File: src/rtl/ff_apb_arbiter_pkg.sv
// Shared constants for the APB arbiter slice: FSM encodings, bus width defaults
// and the index-width helper used by the arbiter and its round-robin picker.
package ff_apb_arbiter_pkg;

    localparam int APB_ADDR_W = 16;
    localparam int APB_DATA_W = 32;

    localparam logic [1:0] ST_IDLE   = 2'd0;
    localparam logic [1:0] ST_SETUP  = 2'd1;
    localparam logic [1:0] ST_ACCESS = 2'd2;

    // A single requester still needs a 1-bit index so port widths never collapse to zero
    function automatic int idx_w(input int n);
        return (n > 1) ? $clog2(n) : 1;
    endfunction

endpackage

File: src/rtl/ff_apb_arbiter_if.sv
// APB bus between the arbiter (master) and the peripheral fabric (slave).
// FF_APB_ARBITER_PREADY_EN adds pready and the wait_cnt debug counter.
interface ff_apb_arbiter_if
    import ff_apb_arbiter_pkg::*;
#(
    parameter int ADDR_W = APB_ADDR_W,
    parameter int DATA_W = APB_DATA_W
) ();

    logic [ADDR_W-1:0] paddr;
    logic              pwrite;
    logic              psel;
    logic              penable;
    logic [DATA_W-1:0] pwdata;
    logic [DATA_W-1:0] prdata;
`ifdef FF_APB_ARBITER_PREADY_EN
    logic              pready;
    logic [7:0]        wait_cnt;

    modport master (
        output paddr, pwrite, psel, penable, pwdata, wait_cnt,
        input  prdata, pready
    );

    modport slave (
        input  paddr, pwrite, psel, penable, pwdata, wait_cnt,
        output prdata, pready
    );
`else
    modport master (
        output paddr, pwrite, psel, penable, pwdata,
        input  prdata
    );

    modport slave (
        input  paddr, pwrite, psel, penable, pwdata,
        output prdata
    );
`endif

endinterface

File: src/rtl/ff_apb_arbiter_rr_pick.sv
// Combinational round-robin picker: first unmasked request found searching
// circularly from index start (the position just after the last grant).
module ff_rr_pick
    import ff_apb_arbiter_pkg::*;
#(
    parameter int NREQ  = 2,
    parameter int IDX_W = idx_w(NREQ)
) (
    input  logic [NREQ-1:0]  req,
    input  logic [NREQ-1:0]  mask,
    input  logic [IDX_W-1:0] start,
    output logic [NREQ-1:0]  gnt,
    output logic [IDX_W-1:0] idx,
    output logic             any
);

    always_comb begin : pick
        int pos;
        gnt = '0;
        idx = '0;
        any = 1'b0;
        pos = 0;
        for (int k = 0; k < NREQ; k++) begin
            pos = int'(start) + k;
            if (pos >= NREQ) begin
                pos = pos - NREQ;
            end
            if (!any && req[pos] && !mask[pos]) begin
                any      = 1'b1;
                gnt[pos] = 1'b1;
                idx      = IDX_W'(pos);
            end
        end
    end

endmodule

File: src/rtl/ff_apb_arbiter.sv
// Round-robin arbiter sharing one APB master port between NREQ requesters.
// Define FF_APB_ARBITER_PREADY_EN to honour pready wait states and expose wait_cnt.
module ff_apb_arbiter
    import ff_apb_arbiter_pkg::*;
#(
    parameter int NREQ   = 2,
    parameter int ADDR_W = APB_ADDR_W,
    parameter int DATA_W = APB_DATA_W
) (
    input  logic                   pclk,
    input  logic                   preset,
    input  logic [NREQ-1:0]        req,
    input  logic [NREQ-1:0]        req_write,
    input  logic [NREQ*ADDR_W-1:0] req_addr,
    input  logic [NREQ*DATA_W-1:0] req_wdata,
    output logic [NREQ-1:0]        req_done,
    output logic [DATA_W-1:0]      req_rdata,
    ff_apb_arbiter_if.master       apb
);

    localparam int IDX_W = idx_w(NREQ);

    logic [1:0]       state;
    logic [IDX_W-1:0] ptr;
    logic [NREQ-1:0]  grant_oh;
    logic [NREQ-1:0]  mask;
    logic [NREQ-1:0]  pick_gnt;
    logic [IDX_W-1:0] pick_idx;
    logic [IDX_W-1:0] next_ptr;
    logic             pick_any;
    logic             xfer_done;
    logic             do_grant;

`ifdef FF_APB_ARBITER_PREADY_EN
    assign xfer_done = (state == ST_ACCESS) && apb.pready;
`else
    assign xfer_done = (state == ST_ACCESS);
`endif

    // The grantee stays masked through its completion edge and its done cycle,
    // so a requester still holding req while it reacts to req_done is not re-served.
    always_comb begin
        mask = '0;
        if ((state == ST_ACCESS) || (|req_done)) begin
            mask = grant_oh;
        end
    end

    ff_rr_pick #(
        .NREQ  (NREQ),
        .IDX_W (IDX_W)
    ) u_pick (
        .req   (req),
        .mask  (mask),
        .start (ptr),
        .gnt   (pick_gnt),
        .idx   (pick_idx),
        .any   (pick_any)
    );

    assign do_grant = pick_any && ((state == ST_IDLE) || xfer_done);
    assign next_ptr = (pick_idx == IDX_W'(NREQ - 1)) ? '0 : pick_idx + 1'b1;

    always_ff @(posedge pclk) begin
        if (preset) begin
            state       <= ST_IDLE;
            ptr         <= '0;
            grant_oh    <= '0;
            apb.psel    <= 1'b0;
            apb.penable <= 1'b0;
            apb.pwrite  <= 1'b0;
            apb.paddr   <= '0;
            apb.pwdata  <= '0;
            req_done    <= '0;
            req_rdata   <= '0;
`ifdef FF_APB_ARBITER_PREADY_EN
            apb.wait_cnt <= 8'd0;
`endif
        end else begin
            req_done <= '0;
            if (xfer_done) begin
                req_done <= grant_oh;
                if (!apb.pwrite) begin
                    req_rdata <= apb.prdata;
                end
            end

            case (state)
                ST_SETUP: begin
                    apb.penable <= 1'b1;
                    state       <= ST_ACCESS;
                end
                ST_ACCESS: begin
                    if (xfer_done) begin
                        apb.psel    <= 1'b0;
                        apb.penable <= 1'b0;
                        state       <= ST_IDLE;
                    end
`ifdef FF_APB_ARBITER_PREADY_EN
                    else if (apb.wait_cnt != 8'hFF) begin
                        apb.wait_cnt <= apb.wait_cnt + 8'd1;
                    end
`endif
                end
                default: begin
                    apb.psel    <= 1'b0;
                    apb.penable <= 1'b0;
                    state       <= ST_IDLE;
                end
            endcase

            // A new grant from IDLE or straight out of a completing ACCESS overrides the above
            if (do_grant) begin
                state       <= ST_SETUP;
                apb.psel    <= 1'b1;
                apb.penable <= 1'b0;
                apb.paddr   <= req_addr[int'(pick_idx)*ADDR_W +: ADDR_W];
                apb.pwrite  <= req_write[pick_idx];
                apb.pwdata  <= req_wdata[int'(pick_idx)*DATA_W +: DATA_W];
                grant_oh    <= pick_gnt;
                ptr         <= next_ptr;
`ifdef FF_APB_ARBITER_PREADY_EN
                apb.wait_cnt <= 8'd0;
`endif
            end
        end
    end

endmodule

File: src/flat_wrapper.sv
// flat-port wrapper written by rule: the top's interface ports become plain ports
module ff_apb_arbiter_flat import ff_apb_arbiter_pkg::*;
#(
    parameter int NREQ   = 2,
    parameter int ADDR_W = APB_ADDR_W,
    parameter int DATA_W = APB_DATA_W
)
  (pclk, preset, req, req_write, req_addr, req_wdata, req_done, req_rdata, apb_paddr, apb_pwrite, apb_psel, apb_penable, apb_pwdata, apb_prdata);
  ff_apb_arbiter_if #(.ADDR_W(ADDR_W), .DATA_W(DATA_W)) apb_i ();
  input  logic pclk;
  input  logic preset;
  input  logic [NREQ-1:0] req;
  input  logic [NREQ-1:0] req_write;
  input  logic [NREQ*ADDR_W-1:0] req_addr;
  input  logic [NREQ*DATA_W-1:0] req_wdata;
  output logic [NREQ-1:0] req_done;
  output logic [DATA_W-1:0] req_rdata;
  output wire logic [$bits(apb_i.paddr)-1:0] apb_paddr;
  output wire logic [$bits(apb_i.pwrite)-1:0] apb_pwrite;
  output wire logic [$bits(apb_i.psel)-1:0] apb_psel;
  output wire logic [$bits(apb_i.penable)-1:0] apb_penable;
  output wire logic [$bits(apb_i.pwdata)-1:0] apb_pwdata;
  input wire logic [$bits(apb_i.prdata)-1:0] apb_prdata;
  assign apb_paddr = apb_i.paddr;
  assign apb_pwrite = apb_i.pwrite;
  assign apb_psel = apb_i.psel;
  assign apb_penable = apb_i.penable;
  assign apb_pwdata = apb_i.pwdata;
  assign apb_i.prdata = apb_prdata;
  ff_apb_arbiter #(.NREQ(NREQ), .ADDR_W(ADDR_W), .DATA_W(DATA_W)) u_core (.pclk(pclk), .preset(preset), .req(req), .req_write(req_write), .req_addr(req_addr), .req_wdata(req_wdata), .req_done(req_done), .req_rdata(req_rdata), .apb(apb_i));
endmodule
File: config.mk
export PLATFORM = sky130hd
export DESIGN_NAME = ff_apb_arbiter_flat
export DESIGN_NICKNAME = d
export VERILOG_FILES = /design/src/rtl/ff_apb_arbiter_pkg.sv /design/src/rtl/ff_apb_arbiter_if.sv /design/src/rtl/ff_apb_arbiter_rr_pick.sv /design/src/rtl/ff_apb_arbiter.sv /design/src/flat_wrapper.sv
export SDC_FILE = /design/constraint.sdc
export NUM_CORES = 1
export LEC_CHECK = 0
export BUFFER_PORTS_ARGS = -buffer_cell sky130_fd_sc_hd__buf_2
export CAP_MARGIN = 30
export CORE_MARGIN = 4
export CORE_UTILIZATION = 30
export DETAILED_ROUTE_END_ITERATION = 6
export GPL_ROUTABILITY_DRIVEN = 0
export SKIP_CTS_REPAIR_TIMING = 1
export SLEW_MARGIN = 20
export SYNTH_ARGS = -nofsm -noshare
export SYNTH_HDL_FRONTEND = slang
export SYNTH_SLANG_ARGS = --single-unit
File: constraint.sdc
create_clock -name pclk -period 2.3 [get_ports pclk]
set_clock_uncertainty 0.15 [all_clocks]
set_input_delay 0 -clock pclk [delete_from_list [all_inputs] [get_ports pclk]]
set_output_delay 0 -clock pclk [all_outputs]
set_load 0.01 [all_outputs]
[Word-level counts from Yosys, hierarchy flattened]
Index checks and enable logic that the tools add are counted.
Storage, ports and cells
  flip-flop bits (word level): 90
  word-level logic and storage cells: 79
  memories: 0
  memory bits (writable): 0
  ROM bits: 0
  output and inout bits: 85
  bits in latches: 0
Operators by class
  $lt $le $gt $ge: 7
  equal/unequal tests: 3
  bitwise logic cells: 3
  divide/modulo/power cells: 0
  multiply operators: 0
  muxes and demuxes: 33
  shift-type cells: 2
  reductions and logical operators: 16
  add/sub/neg operators: 4
Operators with widths (count)
  $ge A32 B1 Y1 const B: 2
  $lt A32 B3 Y1 const B: 2
  $mux W32: 2
  $shiftx A64 B7 Y32: 1
  $shiftx A32 B6 Y16: 1
  $mux W1: 25
  $mux W2: 4
  $logic_and A1 B1 Y1: 6
  $reduce_or A2 Y1: 3
  $logic_not A1 Y1: 3
  $sub A1 B2 Y3 const B: 1
  $sub A2 B2 Y3 const B: 1
  $add A1 B1 Y2 const B: 1
  $demux W1 S1: 2
  $eq A2 B1 Y1 const B: 1
  $eq A2 B2 Y1 const B: 1
  $ge A1 B2 Y1 const B: 1
  $ge A2 B2 Y1 const B: 1
  $logic_not A2 Y1: 1
  $logic_or A1 B1 Y1: 2
  $lt A1 B2 Y1 const B: 1
  $ne A2 B1 Y1 const B: 1
  $not A1 Y1: 2
  $or A2 B2 Y2: 1
  2 further kinds: 2

[Logic depth before layout (Yosys ltp)]
Gate-level depths: netlist (run 1).
  word-level depth: 15
  gate-level depth with buffers: 6
  mapped depth without buffers: 5

[Hierarchy]
Synthesis (run 1) repeated with hierarchy kept, for this count alone.
Unflattened totals
  cell total of the unflattened synthesis: 336
  area, all modules: 3418.3 µm²
By module, submodules not included
  ff_apb_arbiter: times used 1, cells an instance 329, sequential area each 1781.7 µm², area an instance 3374.5 µm²
  ff_rr_pick: times used 1, cells an instance 7, sequential area each 0.0 µm², area an instance 43.8 µm²

[Least setup slack after synthesis (run 1)]
No wires, ideal clock.
  path kind: reg-to-reg
  from: register u_core.state[1]
  to: register u_core.apb.paddr[15]
  arrival: 1504 ps
  required time: 2028 ps
  setup time: 122 ps
  path buffers: 1
  setup slack: 524 ps
  cell stages (with the launch flop): 7
  cells stage by stage: dfxtp_1 -> nor2b_4 -> o31ai_4 -> nand2_2 -> o2111a_2 -> buf_6 -> a221o_1
On the way
  cells in the longest elaborated chain, start to end: 14
  elaborated cells on any way between the ends: 23
Ends and longest elaborated chain
  start, declared: RTL line ff_apb_arbiter.sv:23  | logic [1:0] state;
  start signal, assigned: RTL line ff_apb_arbiter.sv:66  | state <= ST_IDLE;
  start signal, assigned: RTL line ff_apb_arbiter.sv:91  | state <= ST_ACCESS;
  start signal, assigned: RTL line ff_apb_arbiter.sv:97  | state <= ST_IDLE;
  $eq A2 B2 Y1: RTL line ff_apb_arbiter.sv:37, ff_apb_arbiter.sv:44
  $logic_or A1 B1 Y1: RTL line ff_apb_arbiter.sv:44  | if ((state == ST_ACCESS) || (|req_done)) begin
  $mux W2: RTL line ff_apb_arbiter.sv:44
  $mux W1 (implied by the code) (3 in series): RTL line ff_apb_arbiter_rr_pick.sv:28  | if (!any && req[pos] && !mask[pos]) begin
  $logic_not A1 Y1: RTL line ff_apb_arbiter_rr_pick.sv:28
  $logic_and A1 B1 Y1: RTL line ff_apb_arbiter_rr_pick.sv:28
  $mux W1: RTL line ff_apb_arbiter_rr_pick.sv:28
  $logic_not A1 Y1: RTL line ff_apb_arbiter_rr_pick.sv:28
  $logic_and A1 B1 Y1 (2 in series): RTL line ff_apb_arbiter_rr_pick.sv:28
  $mux W1: RTL line ff_apb_arbiter_rr_pick.sv:28
  $shiftx A32 B6 Y16 or $logic_and A1 B1 Y1 (tied branches): RTL line ff_apb_arbiter.sv:117, ff_apb_arbiter.sv:61
  end signal, assigned: RTL line ff_apb_arbiter.sv:117  | apb.paddr <= req_addr[int'(pick_idx)*ADDR_W +: ADDR_W];
  end, declared: RTL line ff_apb_arbiter_if.sv:31  | output paddr, pwrite, psel, penable, pwdata,
Parallel ways exist; a longest one is shown, timed or not. The select of a mux whose other input is x is not followed.
A chain may end at the register's enable or synchronous reset.

[Worst setup path after layout (run 1)]
  from: register u_core.state[0]
  to: register u_core.state[0]
On the way
  cells in the longest elaborated chain, start to end: 15
  elaborated cells on any way between the ends: 21
Ends and longest elaborated chain
  $eq A2 B2 Y1: RTL line ff_apb_arbiter.sv:37, ff_apb_arbiter.sv:44, ff_apb_arbiter.sv:88
  $logic_or A1 B1 Y1: RTL line ff_apb_arbiter.sv:44
  $mux W2: RTL line ff_apb_arbiter.sv:44
  $mux W1 (implied by the code) (3 in series): RTL line ff_apb_arbiter_rr_pick.sv:28
  $logic_not A1 Y1: RTL line ff_apb_arbiter_rr_pick.sv:28
  $logic_and A1 B1 Y1: RTL line ff_apb_arbiter_rr_pick.sv:28
  $mux W1: RTL line ff_apb_arbiter_rr_pick.sv:28
  $logic_not A1 Y1: RTL line ff_apb_arbiter_rr_pick.sv:28
  $logic_and A1 B1 Y1 (2 in series): RTL line ff_apb_arbiter_rr_pick.sv:28
  $mux W1: RTL line ff_apb_arbiter_rr_pick.sv:28
  $logic_and A1 B1 Y1 (*): RTL line ff_apb_arbiter.sv:61  | assign do_grant = pick_any && ((state == ST_IDLE) || xfer_done);
  $mux W1 (*): RTL line ff_apb_arbiter.sv:113  | if (do_grant) begin
Mark *: on every way between the ends. The rest lies on a longest branch, timed or not. The select of a mux whose other input is x is not followed.

==> results of run 1 <==
## path summary, 6_finish.rpt
| path | end | cells past startpoint |
|---|---|---|
| setup / recovery | u_core.state[0] | 5 |
| hold / removal | u_core.apb.psel | 4 |
| setup reg to reg | u_core.state[0] | 5 |
| hold reg to reg | u_core.req_rdata[8] | 2 |
## kinds of logic (layout without fill, tap and decap cells)
| kind of cell | Yosys count | after routing | share of synthesized area (%) |
|---|---|---|---|
| simple gates | 126 | 126 | 19.01 |
| flops | 89 | 89 | 53.51 |
| buf+inv | 25 | 374 | 4.322 |
| other cells | 0 | 2 | 0 |
| compound gates | 91 | 91 | 23.15 |
## per-layer routing
metal	GRT usage [%]	vias up	wire [um]
met3	6.310	20	1274
met5	0	-	0
li1	-	1867	-
met4	6.490	0	265
met2	24.72	209	6419
met1	19.61	1775	5190
## layout by cell type, fill, tap and decap left out, types with 2 or more instances in the layout
master / netlist / routed
buf_12: 0 / 2
a21oi_1: 32 / 32
bufinv_16: 0 / 3
buf_2: 6 / 218
a221o_1: 49 / 49
dlygate4sd3_1: 0 / 132
nand2_1: 65 / 65
and2b_1: 2 / 2
nor3b_1: 3 / 3
buf_4: 0 / 6
and2_1: 49 / 49
o31ai_4: 2 / 2
clkbuf_8: 0 / 10
a21o_1: 4 / 4
nand2b_1: 2 / 2
diode_2: 0 / 2
dfxtp_1: 89 / 89
## layout make-up
class                      instances  area [um^2]  area share [%]
clock inverter                     5        102.6           1.674
multi-input combinational        217         1426           23.27
timing repair buffer             358         2497           40.74
tap                              140        175.2           2.858
clock buffer                      11        141.4           2.307
antenna                            2        5.005         0.08165
sequential                        89         1782           29.07
## where the power goes
group	total [mW]	internal, mW	switching [mW]
clock	1.29	0.750	0.542
combinational	0.714	0.410	0.303
sequential	1.71	1.65	0.0618
total	3.72	2.81	0.907
## registers in the layout (all words and copies together), names as in the netlist
register / cells
u_core.apb.paddr: 16
u_core.apb.psel: 1
u_core.apb.pwdata: 32
u_core.apb.pwrite: 1
u_core.grant_oh: 2
u_core.ptr: 1
u_core.req_done: 2
u_core.req_rdata: 32
u_core.state: 2
## through the flow
| stage | power (mW) | setup WS [ns] |
|---|---|---|
| floorplan | 1.987 | 0.5245 |
| global placement | 2.259 | 0.3754 |
| detailed placement | 2.270 | 0.3208 |
| CTS | 3.585 | 0.2860 |
| global route | 3.905 | 0.1269 |
| finish | 3.718 | 0.2627 |
## critical path, cell delays in order, from the launching register on
cell	delay, ns
dfxtp_1	0.44
nor2b_4	0.09
o31ai_4	0.33
nand2_1	0.09
a21boi_0	0.28
dlygate4sd3_1	0.60
==> impl_metrics.tcl, run 1 <==
set metrics [dict create \
    slew_headroom_pct 64.57 \
    die_h_um 113.3 \
    postSynthCellCount 331 \
    drive_above_1_share_pct 36.62 \
    status "finished, final reports clean" \
    fillers 918 \
    num_rows 38 \
    cp.required_ns 2.45 \
    critPathMaxFanout 6 \
    antenna_found_initial 0 \
    finalSetupViolCount 0 \
    placed_cell_area_mm2 0.004559 \
    timing.rr.start "u_core.state[0]" \
    final_design_area_no_fill_mm2 0.006130 \
    critPathLaunch "u_core.state[0]" \
    synthToLayoutAreaGrowth_pct 84.10 \
    cts_tree "done" \
    end_kind "flip-flop" \
    seq_area_frac_synth_pct 53.51 \
    min_period_ns 2.037 \
    r2r_setup_slack_ns 0.26 \
    power.density_mw_per_mm2 606.5 \
    synth_area_leaders "dfxtp_1 54%, a221o_1 15%, and2_1 9.2%, nand2_1 7.3%, a21oi_1 4.8%" \
    clk_latency_ns 0.35 \
    netlist_area_mm2 0.003329 \
    initial_utilization_pct 30.71 \
    holdCritStartpoint "req[1]" \
    wl_mm 13.15 \
    synthesis.nets 465 \
    overflow 0 \
    async_flop_share_pct 0 \
    fin_nets 809 \
    cts_sinks 89 \
    synth_top_cell_area_share_pct 53.51 \
    maxCapViolations 0 \
    yosysMostFrequentCell "dfxtp_1" \
    numCtsBuffers 9 \
    max_freq_mhz 490.8 \
    dpl.cell_count 672 \
    min_period_over_period_pct 88.58 \
    hold-worst-slack_ns 0.001256 \
    cts_htree_levels 3 \
    die_width_um 113.3 \
    arrival_ns 2.18 \
    num_vias 3871 \
    synth_seq_cells 89 \
    synthFlopType "dfxtp_1" \
    grt_pass1_vias 3199 \
    port_buffers 218 \
    clk_pin_slew_ns 0.08 \
    wire_per_inst_um 16.00 \
    cts_buffer_depth 2 \
    antenna_left 0 \
    drc 0 \
    synth_cell_type_count 22 \
    cts.root.buffer_cell "clkbuf_8" \
    tns_ns 0 \
    final_hold_viol_count 0 \
    tightest_slew_ns 0.5309 \
    grt_pass1_wl_mm 16.22 \
    grt_usage_pct 15.88 \
    io_pins 219 \
    yosysWarnings 0 \
    drtIter0Drc 326 \
    finalNonFillerCells 822 \
    grt_max_degree 53 \
    hold_class "input port to flip-flop" \
    final_max_slew_viol_count 0 \
    core_mm2 0.01084 \
    ys_top_cells_by_count "89 x dfxtp_1, 65 x nand2_1, 49 x a221o_1, 49 x and2_1, 32 x a21oi_1" \
    rsz0062_at_grt "false" \
    die_area_mm2 0.01285 \
    first_pass_iters 4 \
    leakage_nw 2.896 \
    hpwl_mm 7.805 \
    crit_path_start_kind "flip-flop" \
    fin_util_pct 56.54 \
    ir_worst_vdd_v 0.0003164 \
    synth-edff-count 0 \
    avgSynthCellArea_um2 10.06 \
    synth.largest_area_cell "dfxtp_1" \
    crit_type "flip-flop to flip-flop" \
    routed_via_density 4.709 \
]
(Power assumes the default switching activity.)
==> run 2, diff against run 1 <==
CORE_UTILIZATION = 35   (was 30)
PLACE_DENSITY = 0.69   (was default)
==> impl_metrics.tcl, run 2 (synthesis results as in run 1) <==
set metrics [dict create \
    cts_htree_levels 3 \
    drc 0 \
    drive_above_1_share_pct 36.76 \
    final_hold_viol_count 1 \
    final_max_slew_viol_count 0 \
    max_freq_mhz 496.4 \
    fillers 700 \
    die_width_um 105.5 \
    end_kind "flip-flop" \
    grt_pass1_vias 3216 \
    leakage_nw 2.869 \
    tns_ns 0 \
    reg_top3 "u_core.apb.pwdata: 32 flops, u_core.req_rdata: 32 flops, u_core.apb.paddr: 16 flops" \
    status "finished, violations left" \
    min_period_over_period_pct 87.58 \
    synthToLayoutAreaGrowth_pct 81.29 \
    hpwl_mm 7.688 \
    antenna_found_initial 0 \
    num_rows 35 \
    placed_cell_area_mm2 0.004533 \
    die_area_mm2 0.01114 \
    fin_nets 809 \
    grt_pass1_wl_mm 16.17 \
    timing.rr.end "u_core.apb.paddr[11]" \
    cp.required_ns 2.39 \
    layout_commonest_cell "buf_2" \
    final_cell_mix "218 x buf_2, 132 x dlygate4sd3_1, 89 x dfxtp_1, 65 x nand2_1" \
    port_buffers 218 \
    cts_buffer_depth 2 \
    drtIter0Drc 194 \
    io_pins 219 \
    critPathMaxFanout 29 \
    hold_class "input port to flip-flop" \
    hold-worst-slack_ns -0.01512 \
    cpPeakStageDelay_ns 0.44 \
    whs_path_depth 4 \
    die_h_um 105.5 \
    routed_via_density 4.873 \
    tightest_slew_ns 0.3709 \
    maxCapViolations 0 \
    path_cells "nor2b_4 -> o31ai_4 -> nand2_2 -> o2111a_2 -> buf_4 -> a221o_1" \
    grt_usage_pct 17.84 \
    final_design_area_no_fill_mm2 0.006036 \
    clk_latency_ns 0.35 \
    setup_slack_ns 0.2857 \
    core_mm2 0.009240 \
    grt_max_degree 52 \
    dpl.cell_count 661 \
    finalSetupViolCount 0 \
    diodes 0 \
    timing.rr.start "u_core.state[0]" \
    cts_sinks 89 \
    cts.root.buffer_cell "clkbuf_8" \
    crit_type "flip-flop to flip-flop" \
    wl_mm 13.42 \
    slew_headroom_pct 75.28 \
    initial_utilization_pct 36.03 \
    min_period_ns 2.014 \
    violations "negative hold slack" \
    fin_util_pct 65.32 \
    ir_worst_vdd_v 0.0002937 \
    min_to "u_core.apb.psel" \
    num_vias 3942 \
    wire_per_inst_um 16.59 \
    crit_path_start_kind "flip-flop" \
    r2r_setup_slack_ns 0.29 \
    rsz0062_at_grt "false" \
    power.density_mw_per_mm2 567.7 \
    crit_slowest_cell "dfxtp_1" \
    reg2reg_depth 6 \
    clk_pin_slew_ns 0.10 \
    antenna_left 0 \
    holdCritStartpoint "req[1]" \
    overflow 0 \
    cts_tree "done" \
    numCtsBuffers 9 \
    finalNonFillerCells 809 \
    first_pass_iters 7 \
    dp_slack_ns 0.3255 \
    arrival_ns 2.10 \
]
-- run 2: cell types whose count changed in the layout (fill, tap and decap cells not counted), sizes merged --
cell	change
clkinv	+5
bufinv	-3
clkbuf	-2
diode	-2
clkinvlp	-1
inv	+1
-- run 2: layer usage --
layer / up-vias / wire length, um / track usage (%) / part of all wire [%]
met5: - / 0 / 0 / 0
met4: 0 / 267 / 5.365 / 2.0
met3: 25 / 1349 / 6.736 / 10
met2: 230 / 6622 / 30.01 / 49
met1: 1821 / 5184 / 21.15 / 39
li1: 1866 / - / - / -
-- run 2: worst max path at each step --
stage	from	to	slack [ns]
6_report	u_core.state[0]	u_core.apb.paddr[11]	0.29
4_1_cts	u_core.state[0]	u_core.apb.pwdata[20]	0.31
3_5_place_dp	u_core.state[0]	u_core.apb.pwdata[23]	0.33
3_3_place_gp	u_core.state[0]	u_core.apb.pwdata[16]	0.40
5_1_grt	u_core.state[0]	u_core.state[0]	0.13
2_1_floorplan	u_core.state[1]	u_core.apb.paddr[15]	0.52
-- run 2: per-stage QoR --
| stage | hold slack (ns) | power [mW] |
|---|---|---|
| 5_1_grt | 0.01304 | 3.576 |
| 2_1_floorplan | -0.01402 | 1.987 |
| 6_report | -0.01512 | 3.427 |
| 4_1_cts | -0.3050 | 3.256 |
| 3_3_place_gp | 0.07243 | 2.250 |
| 3_5_place_dp | 0.07621 | 2.264 |
-- run 2: report_power, final --
group | total, mW | switching [mW] | internal (mW)
combinational | 0.715 | 0.307 | 0.408
sequential | 1.72 | 0.0651 | 1.65
clock | 0.996 | 0.592 | 0.404
total | 3.43 | 0.964 | 2.46
-- run 2: area by class of cell --
cell class	instances	area, um^2	area share [%]
Clock buffer	9	123.9	2.052
Clock inverter	7	57.56	0.9536
Multi-Input combinational cell	217	1426	23.63
Sequential cell	89	1782	29.52
Tap cell	129	161.4	2.674
Timing Repair Buffer	358	2485	41.17
-- run 2: critical path: cells and delay by family, from the launching register on --
kind                   cells  cell delay (ns)
buffers and inverters      1             0.24
AO/OA/AOI/OAI              3             0.88
AND/OR/NAND/NOR            2             0.19
flip-flops                 1             0.44
